## src/rtl/serial_subtractor.sv

```systemverilog
// Bit-serial WIDTH-bit subtractor, LSB first, computing diff = a - b - bin over WIDTH clocks.
// Optional macro SERIAL_SUB_SIGNED_OVF_EN adds a registered signed-overflow output ovf.
module serial_subtractor #(
   parameter int unsigned WIDTH = 8
) (
   input  logic             clk,
   input  logic             rst,
   input  logic             start,
   input  logic [WIDTH-1:0] a,
   input  logic [WIDTH-1:0] b,
   input  logic             bin,
   output logic             busy,
   output logic             done,
   output logic [WIDTH-1:0] diff,
   output logic             borrow
`ifdef SERIAL_SUB_SIGNED_OVF_EN
   ,
   output logic             ovf
`endif
);

   localparam int unsigned CW = $clog2(WIDTH + 1);

   typedef enum logic {
      S_IDLE = 1'b0,
      S_RUN  = 1'b1
   } state_t;

   state_t           r_state, w_state_nxt;
   logic [WIDTH-1:0] r_a_sh, w_a_sh_nxt;
   logic [WIDTH-1:0] r_b_sh, w_b_sh_nxt;
   logic [WIDTH-1:0] r_res, w_res_nxt;
   logic [CW-1:0]    r_cnt, w_cnt_nxt;
   logic             r_br, w_br_nxt;
   logic             w_busy_nxt, w_done_nxt, w_borrow_nxt;
   logic [WIDTH-1:0] w_diff_nxt;

   logic             w_d;
   logic             w_br_bit;
   logic [WIDTH-1:0] w_res_shift;
   logic             w_last;

`ifdef SERIAL_SUB_SIGNED_OVF_EN
   logic r_a_msb, w_a_msb_nxt;
   logic r_b_msb, w_b_msb_nxt;
   logic w_ovf_nxt;
`endif

   // One full-subtractor bit-slice on the current LSBs plus the borrow flop.
   always_comb begin
      w_d         = r_a_sh[0] ^ r_b_sh[0] ^ r_br;
      w_br_bit    = (~r_a_sh[0] & r_b_sh[0]) | (~(r_a_sh[0] ^ r_b_sh[0]) & r_br);
      w_res_shift = (r_res >> 1) | (WIDTH'(w_d) << (WIDTH - 1));
      w_last      = (r_cnt == CW'(WIDTH - 1));
   end

   // Next-state and next-output logic.
   always_comb begin
      w_state_nxt  = r_state;
      w_a_sh_nxt   = r_a_sh;
      w_b_sh_nxt   = r_b_sh;
      w_res_nxt    = r_res;
      w_cnt_nxt    = r_cnt;
      w_br_nxt     = r_br;
      w_busy_nxt   = busy;
      w_done_nxt   = 1'b0;
      w_diff_nxt   = diff;
      w_borrow_nxt = borrow;
`ifdef SERIAL_SUB_SIGNED_OVF_EN
      w_a_msb_nxt  = r_a_msb;
      w_b_msb_nxt  = r_b_msb;
      w_ovf_nxt    = ovf;
`endif
      case (r_state)
         S_IDLE: begin
            if (start) begin
               w_a_sh_nxt  = a;
               w_b_sh_nxt  = b;
               w_br_nxt    = bin;
               w_res_nxt   = '0;
               w_cnt_nxt   = '0;
               w_busy_nxt  = 1'b1;
               w_state_nxt = S_RUN;
`ifdef SERIAL_SUB_SIGNED_OVF_EN
               w_a_msb_nxt = a[WIDTH-1];
               w_b_msb_nxt = b[WIDTH-1];
`endif
            end
         end
         S_RUN: begin
            w_a_sh_nxt = r_a_sh >> 1;
            w_b_sh_nxt = r_b_sh >> 1;
            w_br_nxt   = w_br_bit;
            w_res_nxt  = w_res_shift;
            w_cnt_nxt  = r_cnt + CW'(1);
            if (w_last) begin
               w_diff_nxt   = w_res_shift;
               w_borrow_nxt = w_br_bit;
               w_done_nxt   = 1'b1;
               w_busy_nxt   = 1'b0;
               w_state_nxt  = S_IDLE;
`ifdef SERIAL_SUB_SIGNED_OVF_EN
               w_ovf_nxt    = (r_a_msb ^ r_b_msb) & (r_a_msb ^ w_res_shift[WIDTH-1]);
`endif
            end
         end
         default: w_state_nxt = S_IDLE;
      endcase
   end

   // State and output registers; reset aborts any operation in flight.
   always_ff @(posedge clk) begin
      if (rst) begin
         r_state <= S_IDLE;
         r_a_sh  <= '0;
         r_b_sh  <= '0;
         r_res   <= '0;
         r_cnt   <= '0;
         r_br    <= 1'b0;
         busy    <= 1'b0;
         done    <= 1'b0;
         diff    <= '0;
         borrow  <= 1'b0;
`ifdef SERIAL_SUB_SIGNED_OVF_EN
         r_a_msb <= 1'b0;
         r_b_msb <= 1'b0;
         ovf     <= 1'b0;
`endif
      end else begin
         r_state <= w_state_nxt;
         r_a_sh  <= w_a_sh_nxt;
         r_b_sh  <= w_b_sh_nxt;
         r_res   <= w_res_nxt;
         r_cnt   <= w_cnt_nxt;
         r_br    <= w_br_nxt;
         busy    <= w_busy_nxt;
         done    <= w_done_nxt;
         diff    <= w_diff_nxt;
         borrow  <= w_borrow_nxt;
`ifdef SERIAL_SUB_SIGNED_OVF_EN
         r_a_msb <= w_a_msb_nxt;
         r_b_msb <= w_b_msb_nxt;
         ovf     <= w_ovf_nxt;
`endif
      end
   end

endmodule

```

## config.mk

```make
export PLATFORM = sky130hd
export DESIGN_NAME = serial_subtractor
export DESIGN_NICKNAME = d
export VERILOG_FILES = /design/src/rtl/serial_subtractor.sv
export SDC_FILE = /design/constraint.sdc
export NUM_CORES = 1
export LEC_CHECK = 0
export ABC_AREA = 1
export CAP_MARGIN = 40
export CORE_UTILIZATION = 46
export CTS_CLUSTER_SIZE = 8
export DETAILED_ROUTE_END_ITERATION = 10
export HOLD_SLACK_MARGIN = 0.1
export PLACE_DENSITY = 0.78
export SYNTH_ARGS = -nofsm -noshare
export SYNTH_HDL_FRONTEND = slang
export SYNTH_SLANG_ARGS = --single-unit
```

## constraint.sdc

```tcl
create_clock -name clk -period 2.65 [get_ports clk]
set_input_delay 0.3975 -clock clk [delete_from_list [all_inputs] [get_ports clk]]
set_output_delay 0.3975 -clock clk [all_outputs]
set_load 0.03 [all_outputs]
```

Word level (Yosys, flattened, before mapping). Index checks and enable logic that the tools add are counted.

Word-level logic and storage cells: 43. Input port bits: 20. Output and inout bits: 11. Bits in registers: 41.

Eq/ne operators: 3. Multiplexer cells: 17. Bitwise logic cells: 9. $add $sub $neg: 1. Reductions and logical operators: 3.

Operators by type and width (count): $pmux W8 S2 (3); $mux W8 (3); $or A7 B8 Y8 (1); $pmux W4 S2 (1); $mux W1 (6); $pmux W1 S2 (3); $add A4 B1 Y4 const B (1); $eq A4 B3 Y1 const B (1); $mux W4 (1); $reduce_and A2 Y1 (2); $not A1 Y1 (3); $and A1 B1 Y1 (2); $ne A2 B1 Y1 const B (1); $ne A2 B2 Y1 const B (1); $reduce_or A2 Y1 (1); $xor A1 B1 Y1 (2); $or A1 B1 Y1 (1).

Longest topological paths before layout. Gate-level depths: netlist (run 1).

Depth after elaboration: 5. Depth in mapped cells: 7.

Worst setup path after synthesis (run 1). No wires, ideal clock.

Path type: reg-to-reg. Start point: register r_b_sh[0]. End point: register r_res[7]. Required time: 2579 ps. Period minus slack after synthesis: 1092 ps. Cell stages (with the launch flop): 5. Path slack: 1558 ps. Path buffers: 0. Arrival time: 1021 ps. Cells stage by stage: dfxtp_1 > inv_1 > fa_1 > nand2_1 > a21oi_1.

Word-level cells in the longest chain between the ends: 4.

RTL lines: start: declaration (RTL line 31) `logic [WIDTH-1:0] r_b_sh, w_b_sh_nxt;`; start signal: assignment (RTL line 132) `r_b_sh <= w_b_sh_nxt;`; $xor A1 B1 Y1 (2 in series) (RTL line 51) `w_d = r_a_sh[0] ^ r_b_sh[0] ^ r_br;`; via w_d (RTL line 38) `logic w_d;`; $or A7 B8 Y8 (RTL line 53) `w_res_shift = (r_res >> 1) | (WIDTH'(w_d) << (WIDTH - 1));`; $pmux W8 S2 (RTL line 74) `case (r_state)`; end signal: assignment (RTL line 133) `r_res <= w_res_nxt;`; end: declaration (RTL line 32) `logic [WIDTH-1:0] r_res, w_res_nxt;`.

The timed path passes the listed nets, and every way through them passes these cells. A chain may end at the register's enable or synchronous reset.

Worst setup path after layout (run 1).
Start point: register diff[2]. End point: output diff[2].

RTL lines: start: declaration (RTL line 14) `output logic [WIDTH-1:0] diff,`; start signal: assignment (RTL line 138) `diff <= w_diff_nxt;`.

No word-level cell between the ends.

==> results.cfg, run 1 <==
[timing]
grt_setup_unrepaired = no
finalHoldViolCount = 0
hold_slack_ns = 0.455
postLayoutSetupSlackWorst_ns = 0.963
finalClockSkew_ns = 0.00480
maxSlewHeadroom_pct = 69.9
max_freq_mhz = 593
fin_tns_setup_ns = 0
timing.final.crit_share_pct = 63.7
layout_min_cycle_time_ns = 1.69
setup_violations = 0
slew_violations = 0
worstMarginPinSlew_ns = 0.450

[layout]
syn2layout_area_growth_pct = 22.8
insertedDiodeCount = 0
nets = 286
final_cell_area_mm2 = 0.00208
utilization_pct = 60.5
multi_input_area_um2 = 729
stdcell_count = 308
drive_gt1_share_pct = 6.11
regArea_um2 = 801
fillerInstances = 327

[worst_setup_path]
worstSetupStartpointType = flip-flop
critPathSlowestCell = clkdlybuf4s50_1
cp_top_family = buffers and inverters
path_class = reg2out
crit_buf_inv = 1
endpoint_kind = output pin
crit_chain = clkdlybuf4s50_1
r2r_slack_ns = 1.19
cp.arrival_ns = 1.29
crit_path_max_incr_delay_ns = 0.67
crit_required_ns = 2.25
critPathMaxFanout = 2

[drt]
wire_per_inst_um = 10.3
first_pass_iters = 4
viasPerCell = 4.74
drt-initial-drc-count = 65
route.detailed.drc = 0
route.met2.wl_um = 1370
wl_met1_um = 1620
wl_met3_um = 146
num_vias = 1459
wl_um = 3180
top_layer = met4
ant_nets = 0

[synth]
synth_edf_count = 0
synth_area_leaders = dfxtp_1 47%, nand2_1 20%, nand3_1 12%, inv_1 4.7%, a21oi_1 3.2%
yosysWarnings = 0
seq_area_frac_synth_pct = 47.3
synthFlopType = dfxtp_1
synth_area_mm2 = 0.00169
synth_most_common_cell = nand2_1
syn_inst = 233
synth_common_cells = 92 x nand2_1, 40 x dfxtp_1, 40 x nand3_1
postSynthAreaPerCell_um2 = 7.27
async_reset_ff_share_pct = 0
synth_top_cell_by_area = dfxtp_1
ys_types = 19
ys_ff_latch = 40
yosys.area.top_type_share_pct = 47.3
syn-num-nets = 255

[clock_network]
cts_resized = 0
cts_max_level = 2
clock-root-buffer = clkbuf_8
numCtsBuffers = 5
cts_hold_buf = 0
cts_tree = built
post-cts-setup-buffers = 0
clk_pin_slew_worst_paths_ns = 0.07
insertion_delay_ns = 0.28
clock_sinks = 40
ctsLongestPathBuffers = 2

[floorplanning]
start_util_pct = 49.2
core_mm2 = 0.00344
num_rows = 21
ioPinCount = 31
fp.dieH_um = 62.7
dieWidth_um = 62.7
dieArea_mm2 = 0.00393

[pwr]
power.total_mw = 1.12
leakage_nw = 0.963
power_density_mw_per_mm2 = 536
vdd_drop_max_v = 0.000321

[global_routing]
grt-ovfl-total = 0
grt_pass1_vias = 1335
antenna_found_initial = 0
grt_first_pass_wirelength_um = 5740
grt_max_degree = 28
grt_util_all_layers_pct = 18.7

[worst_hold_path]
hold_path.class = reg2reg

[place]
place.gp.congestion = 0.736
place_ws_ns = 0.742
dp_hpwl_um = 2220
io_buffers = 30
dpl-instance-area_mm2 = 0.00201
dp_cells = 303

[run]
cap_violations = 0

[status]
outcome = completed
## logic make-up (layout without fill, tap and decap cells)
family                   Yosys count  in the layout  share of synthesized area, %
AND/OR/NAND/NOR                  143            143                          36.6
flip-flops                        40             40                          47.3
buffers and inverters             34             63                          9.67
AO/OA/AOI/OAI                     14             14                          4.58
adder cells (fa/ha/maj)            2              2                          1.92
## power by group
group,switching [mW],internal (mW),total (mW)
Combinational,0.0692,0.0585,0.128
Clock,0.183,0.169,0.352
Sequential,0.0141,0.622,0.636
## layout make-up
cell class | instances | share of cell area [%]
flip-flops and latches | 40 | 38.5
multi-input cells | 159 | 35.1
repair buffers | 35 | 16.2
inverters | 23 | 4.15
clock buffers | 5 | 3.31
well taps | 46 | 2.77
## routing by layer
layer  track usage (%)  vias to the layer above
li1                  -                      783
met1              24.0                      640
met2              28.7                       30
met3              6.75                        6
met4              6.98                        0
met5                 0                        -
## cells in the final DEF, fill, tap and decap left out
cell type	count
buf_4	5
o21ai_0	1
inv_1	21
clkbuf_8	5
fa_1	1
a21oi_1	11
nand2_1	92
nand3_1	40
inv_2	1
nor2_1	8
nor2_8	1
ha_1	1
nand4_2	1
a21oi_2	2
dfxtp_1	40
clkdlybuf4s50_1	30
nor2_4	1
clkinv_1	1
## final timing paths
path / cells after the start / from / endpoint
worst max-delay path: 1 / diff[2]$_SDFFE_PP0P_ / diff[2]
worst min-delay path: 2 / r_res[1]$_SDFFE_PP0P_ / diff[0]$_SDFFE_PP0P_
worst max register to register: 4 / r_state$_SDFF_PP0_ / r_state$_SDFF_PP0_
worst min register to register: 2 / r_res[1]$_SDFFE_PP0P_ / diff[0]$_SDFFE_PP0P_
## flip-flops by register name, summed over array words and instances, names as in the netlist
register,cells
borrow,1
busy,1
diff,8
done,1
r_a_sh,8
r_b_sh,8
r_br,1
r_cnt,4
r_res,7
r_state,1
No activity file was read; power rests on OpenSTA's default activity.
==> inputs of run 2 (changes only) <==
==> constraint.sdc (replaced) <==
create_clock -name clk -period 1.6 [get_ports clk]
set_input_delay 0.24 -clock clk [delete_from_list [all_inputs] [get_ports clk]]
set_output_delay 0.24 -clock clk [all_outputs]
set_load 0.03 [all_outputs]
==> results.cfg, run 2 (synthesis gave the netlist of run 1 again) <==
[status]
outcome = completed

[layout]
final_common_cell = nand2_1
final_cell_area_mm2 = 0.00213
insertedDiodeCount = 0
reg_top3 = diff (8), r_a_sh (8), r_b_sh (8)
drive_gt1_share_pct = 7.87
syn2layout_area_growth_pct = 25.8
final_cell_mix = 92 x nand2_1, 40 x nand3_1, 40 x dfxtp_1
nets = 289

[timing]
finalHoldViolCount = 0
slew_violations = 0
postLayoutSetupSlackWorst_ns = 0.0656
fin_tns_setup_ns = 0
max_freq_mhz = 652
finalClockSkew_ns = 0.00308
layout_min_cycle_time_ns = 1.53
worstMarginPinSlew_ns = 0.500
maxSlewHeadroom_pct = 66.6
timing.final.crit_share_pct = 95.9
grt_setup_unrepaired = no
setup_violations = 0
hold_slack_ns = 0.461

[drt]
num_vias = 1506
route.met2.wl_um = 1650
viasPerCell = 4.81
wl_met1_um = 1530
route.detailed.drc = 0
ant_nets = 0
wl_um = 3360
wl_met3_um = 129
wire_per_inst_um = 10.7
first_pass_iters = 4
drt-initial-drc-count = 128
top_layer = met4

[global_routing]
grt_pass1_vias = 1336
grt-ovfl-total = 0
grt_first_pass_wirelength_um = 5680
grt_max_degree = 28
antenna_found_initial = 0
grt_util_all_layers_pct = 18.6

[run]
cap_violations = 0

[pwr]
seqPwrFrac_pct = 53.1
clock_power_share_pct = 35.8
netSwitchingFraction_pct = 23.6
internal-power_mw = 1.52
power.total_mw = 1.98
leakage_nw = 0.992
switchingPower_uw = 468
vdd_drop_max_v = 0.000559
power_density_mw_per_mm2 = 931
p_comb_share_pct = 11.1

[worst_setup_path]
cp_top_family = buffers and inverters
crit_buf_inv = 1
r2r_slack_ns = 0.21
cp.arrival_ns = 1.29
worstSetupStartpointType = flip-flop
critPathSlowestCell = clkdlybuf4s50_1
path_class = reg2out
critPathMaxFanout = 2
endpoint_kind = output pin
crit_path_max_incr_delay_ns = 0.67
crit_chain = clkdlybuf4s50_1
crit_required_ns = 1.36

[place]
dp_hpwl_um = 2310
dpl-instance-area_mm2 = 0.00203
io_buffers = 30
place_ws_ns = 0.103
place.gp.congestion = 0.750

[clock_network]
ctsLongestPathBuffers = 2
cts_resized = 0
cts_hold_buf = 0
numCtsBuffers = 5
clk_pin_slew_worst_paths_ns = 0.07
post-cts-setup-buffers = 0
insertion_delay_ns = 0.29
clock-root-buffer = clkbuf_8
cts_tree = built
clock_sinks = 40
cts_max_level = 2

[floorplanning]
start_util_pct = 49.2
dieArea_mm2 = 0.00393
num_rows = 21
dieWidth_um = 62.7
core_mm2 = 0.00344
fp.dieH_um = 62.7
ioPinCount = 31

[worst_hold_path]
hold_path.class = reg2reg
-- run 2: cell count changes in the layout (fill, tap and decap cells not counted), sizes merged --
cell,before,now
buf,5,8
clkbuf,5,7
-- run 2: worst paths after layout --
check | end | start | cells past startpoint
worst max-delay path | diff[4] | diff[4]$_SDFFE_PP0P_ | 1
worst min-delay path | diff[0]$_SDFFE_PP0P_ | r_res[1]$_SDFFE_PP0P_ | 2
worst max register to register | busy$_SDFFE_PP0P_ | r_state$_SDFF_PP0_ | 5
worst min register to register | diff[0]$_SDFFE_PP0P_ | r_res[1]$_SDFFE_PP0P_ | 2
-- run 2: metrics by stage --
step | instances | util (%)
2_1_floorplan | 233 | -
3_3_place_gp | 306 | 59.1
3_5_place_dp | 306 | 59.1
4_1_cts | 313 | 61.9
5_1_grt | 313 | 61.9
6_report | 313 | 61.9
-- run 2: per-layer routing --
metal | vias to the layer above | global-route usage (%)
met5 | - | 0
met1 | 673 | 21.7
li1 | 794 | -
met3 | 6 | 4.56
met2 | 33 | 31.5
met4 | 0 | 9.30
-- run 2: area by class of cell --
cell class                      count  area (um^2)
Multi-Input combinational cell    159          729
Timing Repair Buffer               38          360
Clock buffer                        7         96.3
Inverter                           23         86.3
Sequential cell                    40          801
Tap cell                           46         57.6
Fill cell                         314         1310
-- run 2: power groups by stage --
| stage | clock network (mW) | registers, mW | logic (mW) |
|---|---|---|---|
| 2_1_floorplan | 0 | 1.07 | 0.143 |
| 3_3_place_gp | 0 | 1.08 | 0.216 |
| 3_5_place_dp | 0 | 1.08 | 0.220 |
| 4_1_cts | 0.723 | 1.05 | 0.222 |
| 5_1_grt | 0.763 | 1.06 | 0.246 |
| 6_report | 0.709 | 1.05 | 0.220 |
==> inputs of run 3 (changes only) <==
--- a/config.mk
+++ b/config.mk
@@ -7,6 +7,7 @@
 export LEC_CHECK = 0
 export ABC_AREA = 1
 export CAP_MARGIN = 40
+export CORE_MARGIN = 3
 export CORE_UTILIZATION = 46
 export CTS_CLUSTER_SIZE = 8
 export DETAILED_ROUTE_END_ITERATION = 10
==> results.cfg, run 3 (synthesis gave the netlist of run 1 again) <==
[run]
cap_violations = 0

[layout]
nets = 289
utilization_pct = 62.2
insertedDiodeCount = 0
final_cell_mix = 92 x nand2_1, 40 x nand3_1, 40 x dfxtp_1
syn2layout_area_growth_pct = 26.4
reg_top3 = diff (8), r_a_sh (8), r_b_sh (8)
final_common_cell = nand2_1
drive_gt1_share_pct = 7.84

[timing]
finalHoldViolCount = 0
setup_violations = 0
grt_setup_unrepaired = no
hold_slack_ns = 0.449
slew_violations = 0
fin_tns_setup_ns = 0
layout_min_cycle_time_ns = 1.55
maxSlewHeadroom_pct = 74.6
timing.final.crit_share_pct = 96.6
worstMarginPinSlew_ns = 0.380
finalClockSkew_ns = 0.00855
max_freq_mhz = 647

[clock_network]
cts_resized = 0
clock_sinks = 40
post-cts-setup-buffers = 0
clk_pin_slew_worst_paths_ns = 0.07
numCtsBuffers = 5
ctsLongestPathBuffers = 2
cts_hold_buf = 0
clock-root-buffer = clkbuf_8
insertion_delay_ns = 0.29
cts_tree = built
cts_max_level = 2

[floorplanning]
dieWidth_um = 66.7
num_rows = 21
core_mm2 = 0.00344
ioPinCount = 31
fp.dieH_um = 66.7
dieArea_mm2 = 0.00445
start_util_pct = 49.2

[worst_setup_path]
path_class = reg2out
r2r-start = r_state$_SDFF_PP0_
endpoint_kind = output pin
crit_path_start = diff[2]$_SDFFE_PP0P_
cp_top_family = buffers and inverters
critPathSlowestCell = clkdlybuf4s50_1
crit_buf_inv = 1
critPathMaxFanout = 2
crit_chain = clkdlybuf4s50_1
crit_path_max_incr_delay_ns = 0.68
worstSetupStartpointType = flip-flop
cp.arrival_ns = 1.31
r2r_slack_ns = 0.27
crit_required_ns = 1.36

[global_routing]
antenna_found_initial = 0
grt_pass1_vias = 1292
grt_max_degree = 28
grt-ovfl-total = 0
grt_first_pass_wirelength_um = 5490
grt_util_all_layers_pct = 16.5

[place]
io_buffers = 30
dp_hpwl_um = 2300
place.gp.congestion = 0.776

[pwr]
switchingPower_uw = 478
netSwitchingFraction_pct = 23.0
p_comb_share_pct = 10.6
power_density_mw_per_mm2 = 968
vdd_drop_max_v = 0.000478
seqPwrFrac_pct = 50.8
power.total_mw = 2.07
leakage_nw = 0.997
internal-power_mw = 1.60
clock_power_share_pct = 38.6

[drt]
drt-initial-drc-count = 47
first_pass_iters = 4
wire_per_inst_um = 10.4
route.detailed.drc = 0
num_vias = 1479
ant_nets = 0
viasPerCell = 4.71
wl_um = 3260

[worst_hold_path]
hold_path.class = reg2reg
hp-start = r_res[1]$_SDFFE_PP0P_

[status]
outcome = completed
[run 3: per-layer routing]
layer / up-vias / wire [um] / track usage (%)
met1: 653 / 1600 / 20.3
met2: 23 / 1460 / 25.6
met3: 5 / 150 / 6.07
li1: 798 / - / -
met4: 0 / 51 / 7.61
met5: - / 0 / 0
[run 3: per-stage QoR]
step,cells,cell area (um^2),worst slack [ns]
CTS,314,2140,0.0379
detailed placement,306,2030,0.112
global placement,306,2030,0.142
global route,314,2140,0.0132
finish,314,2140,0.0538
floorplan,233,1690,0.508
[run 3: final timing paths]
kind / depth (start not counted) / to
max reg2reg: 4 / diff[2]$_SDFFE_PP0P_
max: 1 / diff[2]
min: 2 / diff[0]$_SDFFE_PP0P_
min reg2reg: 2 / diff[0]$_SDFFE_PP0P_
[run 3: worst register-to-register path, cell delays in order (launching register included)]
cell	delay (ns)
dfxtp_1	0.55
buf_4	0.21
nand4_2	0.25
nand3_1	0.16
nand2_1	0.06
[run 3: power groups by stage]
stage / logic (mW) / registers, mW / clock network, mW
2_1_floorplan: 0.143 / 1.07 / 0
3_3_place_gp: 0.219 / 1.07 / 0
3_5_place_dp: 0.222 / 1.07 / 0
4_1_cts: 0.222 / 1.05 / 0.819
5_1_grt: 0.245 / 1.06 / 0.855
6_report: 0.220 / 1.05 / 0.800
[run 3: final cells by class]
class / count / area, um^2
fillers: 319 / 1300
inverters: 23 / 86.3
clock inverters: 2 / 35.0
repair buffers: 38 / 360
well taps: 46 / 57.6
flip-flops and latches: 40 / 801
multi-input cells: 159 / 729
clock buffers: 6 / 72.6
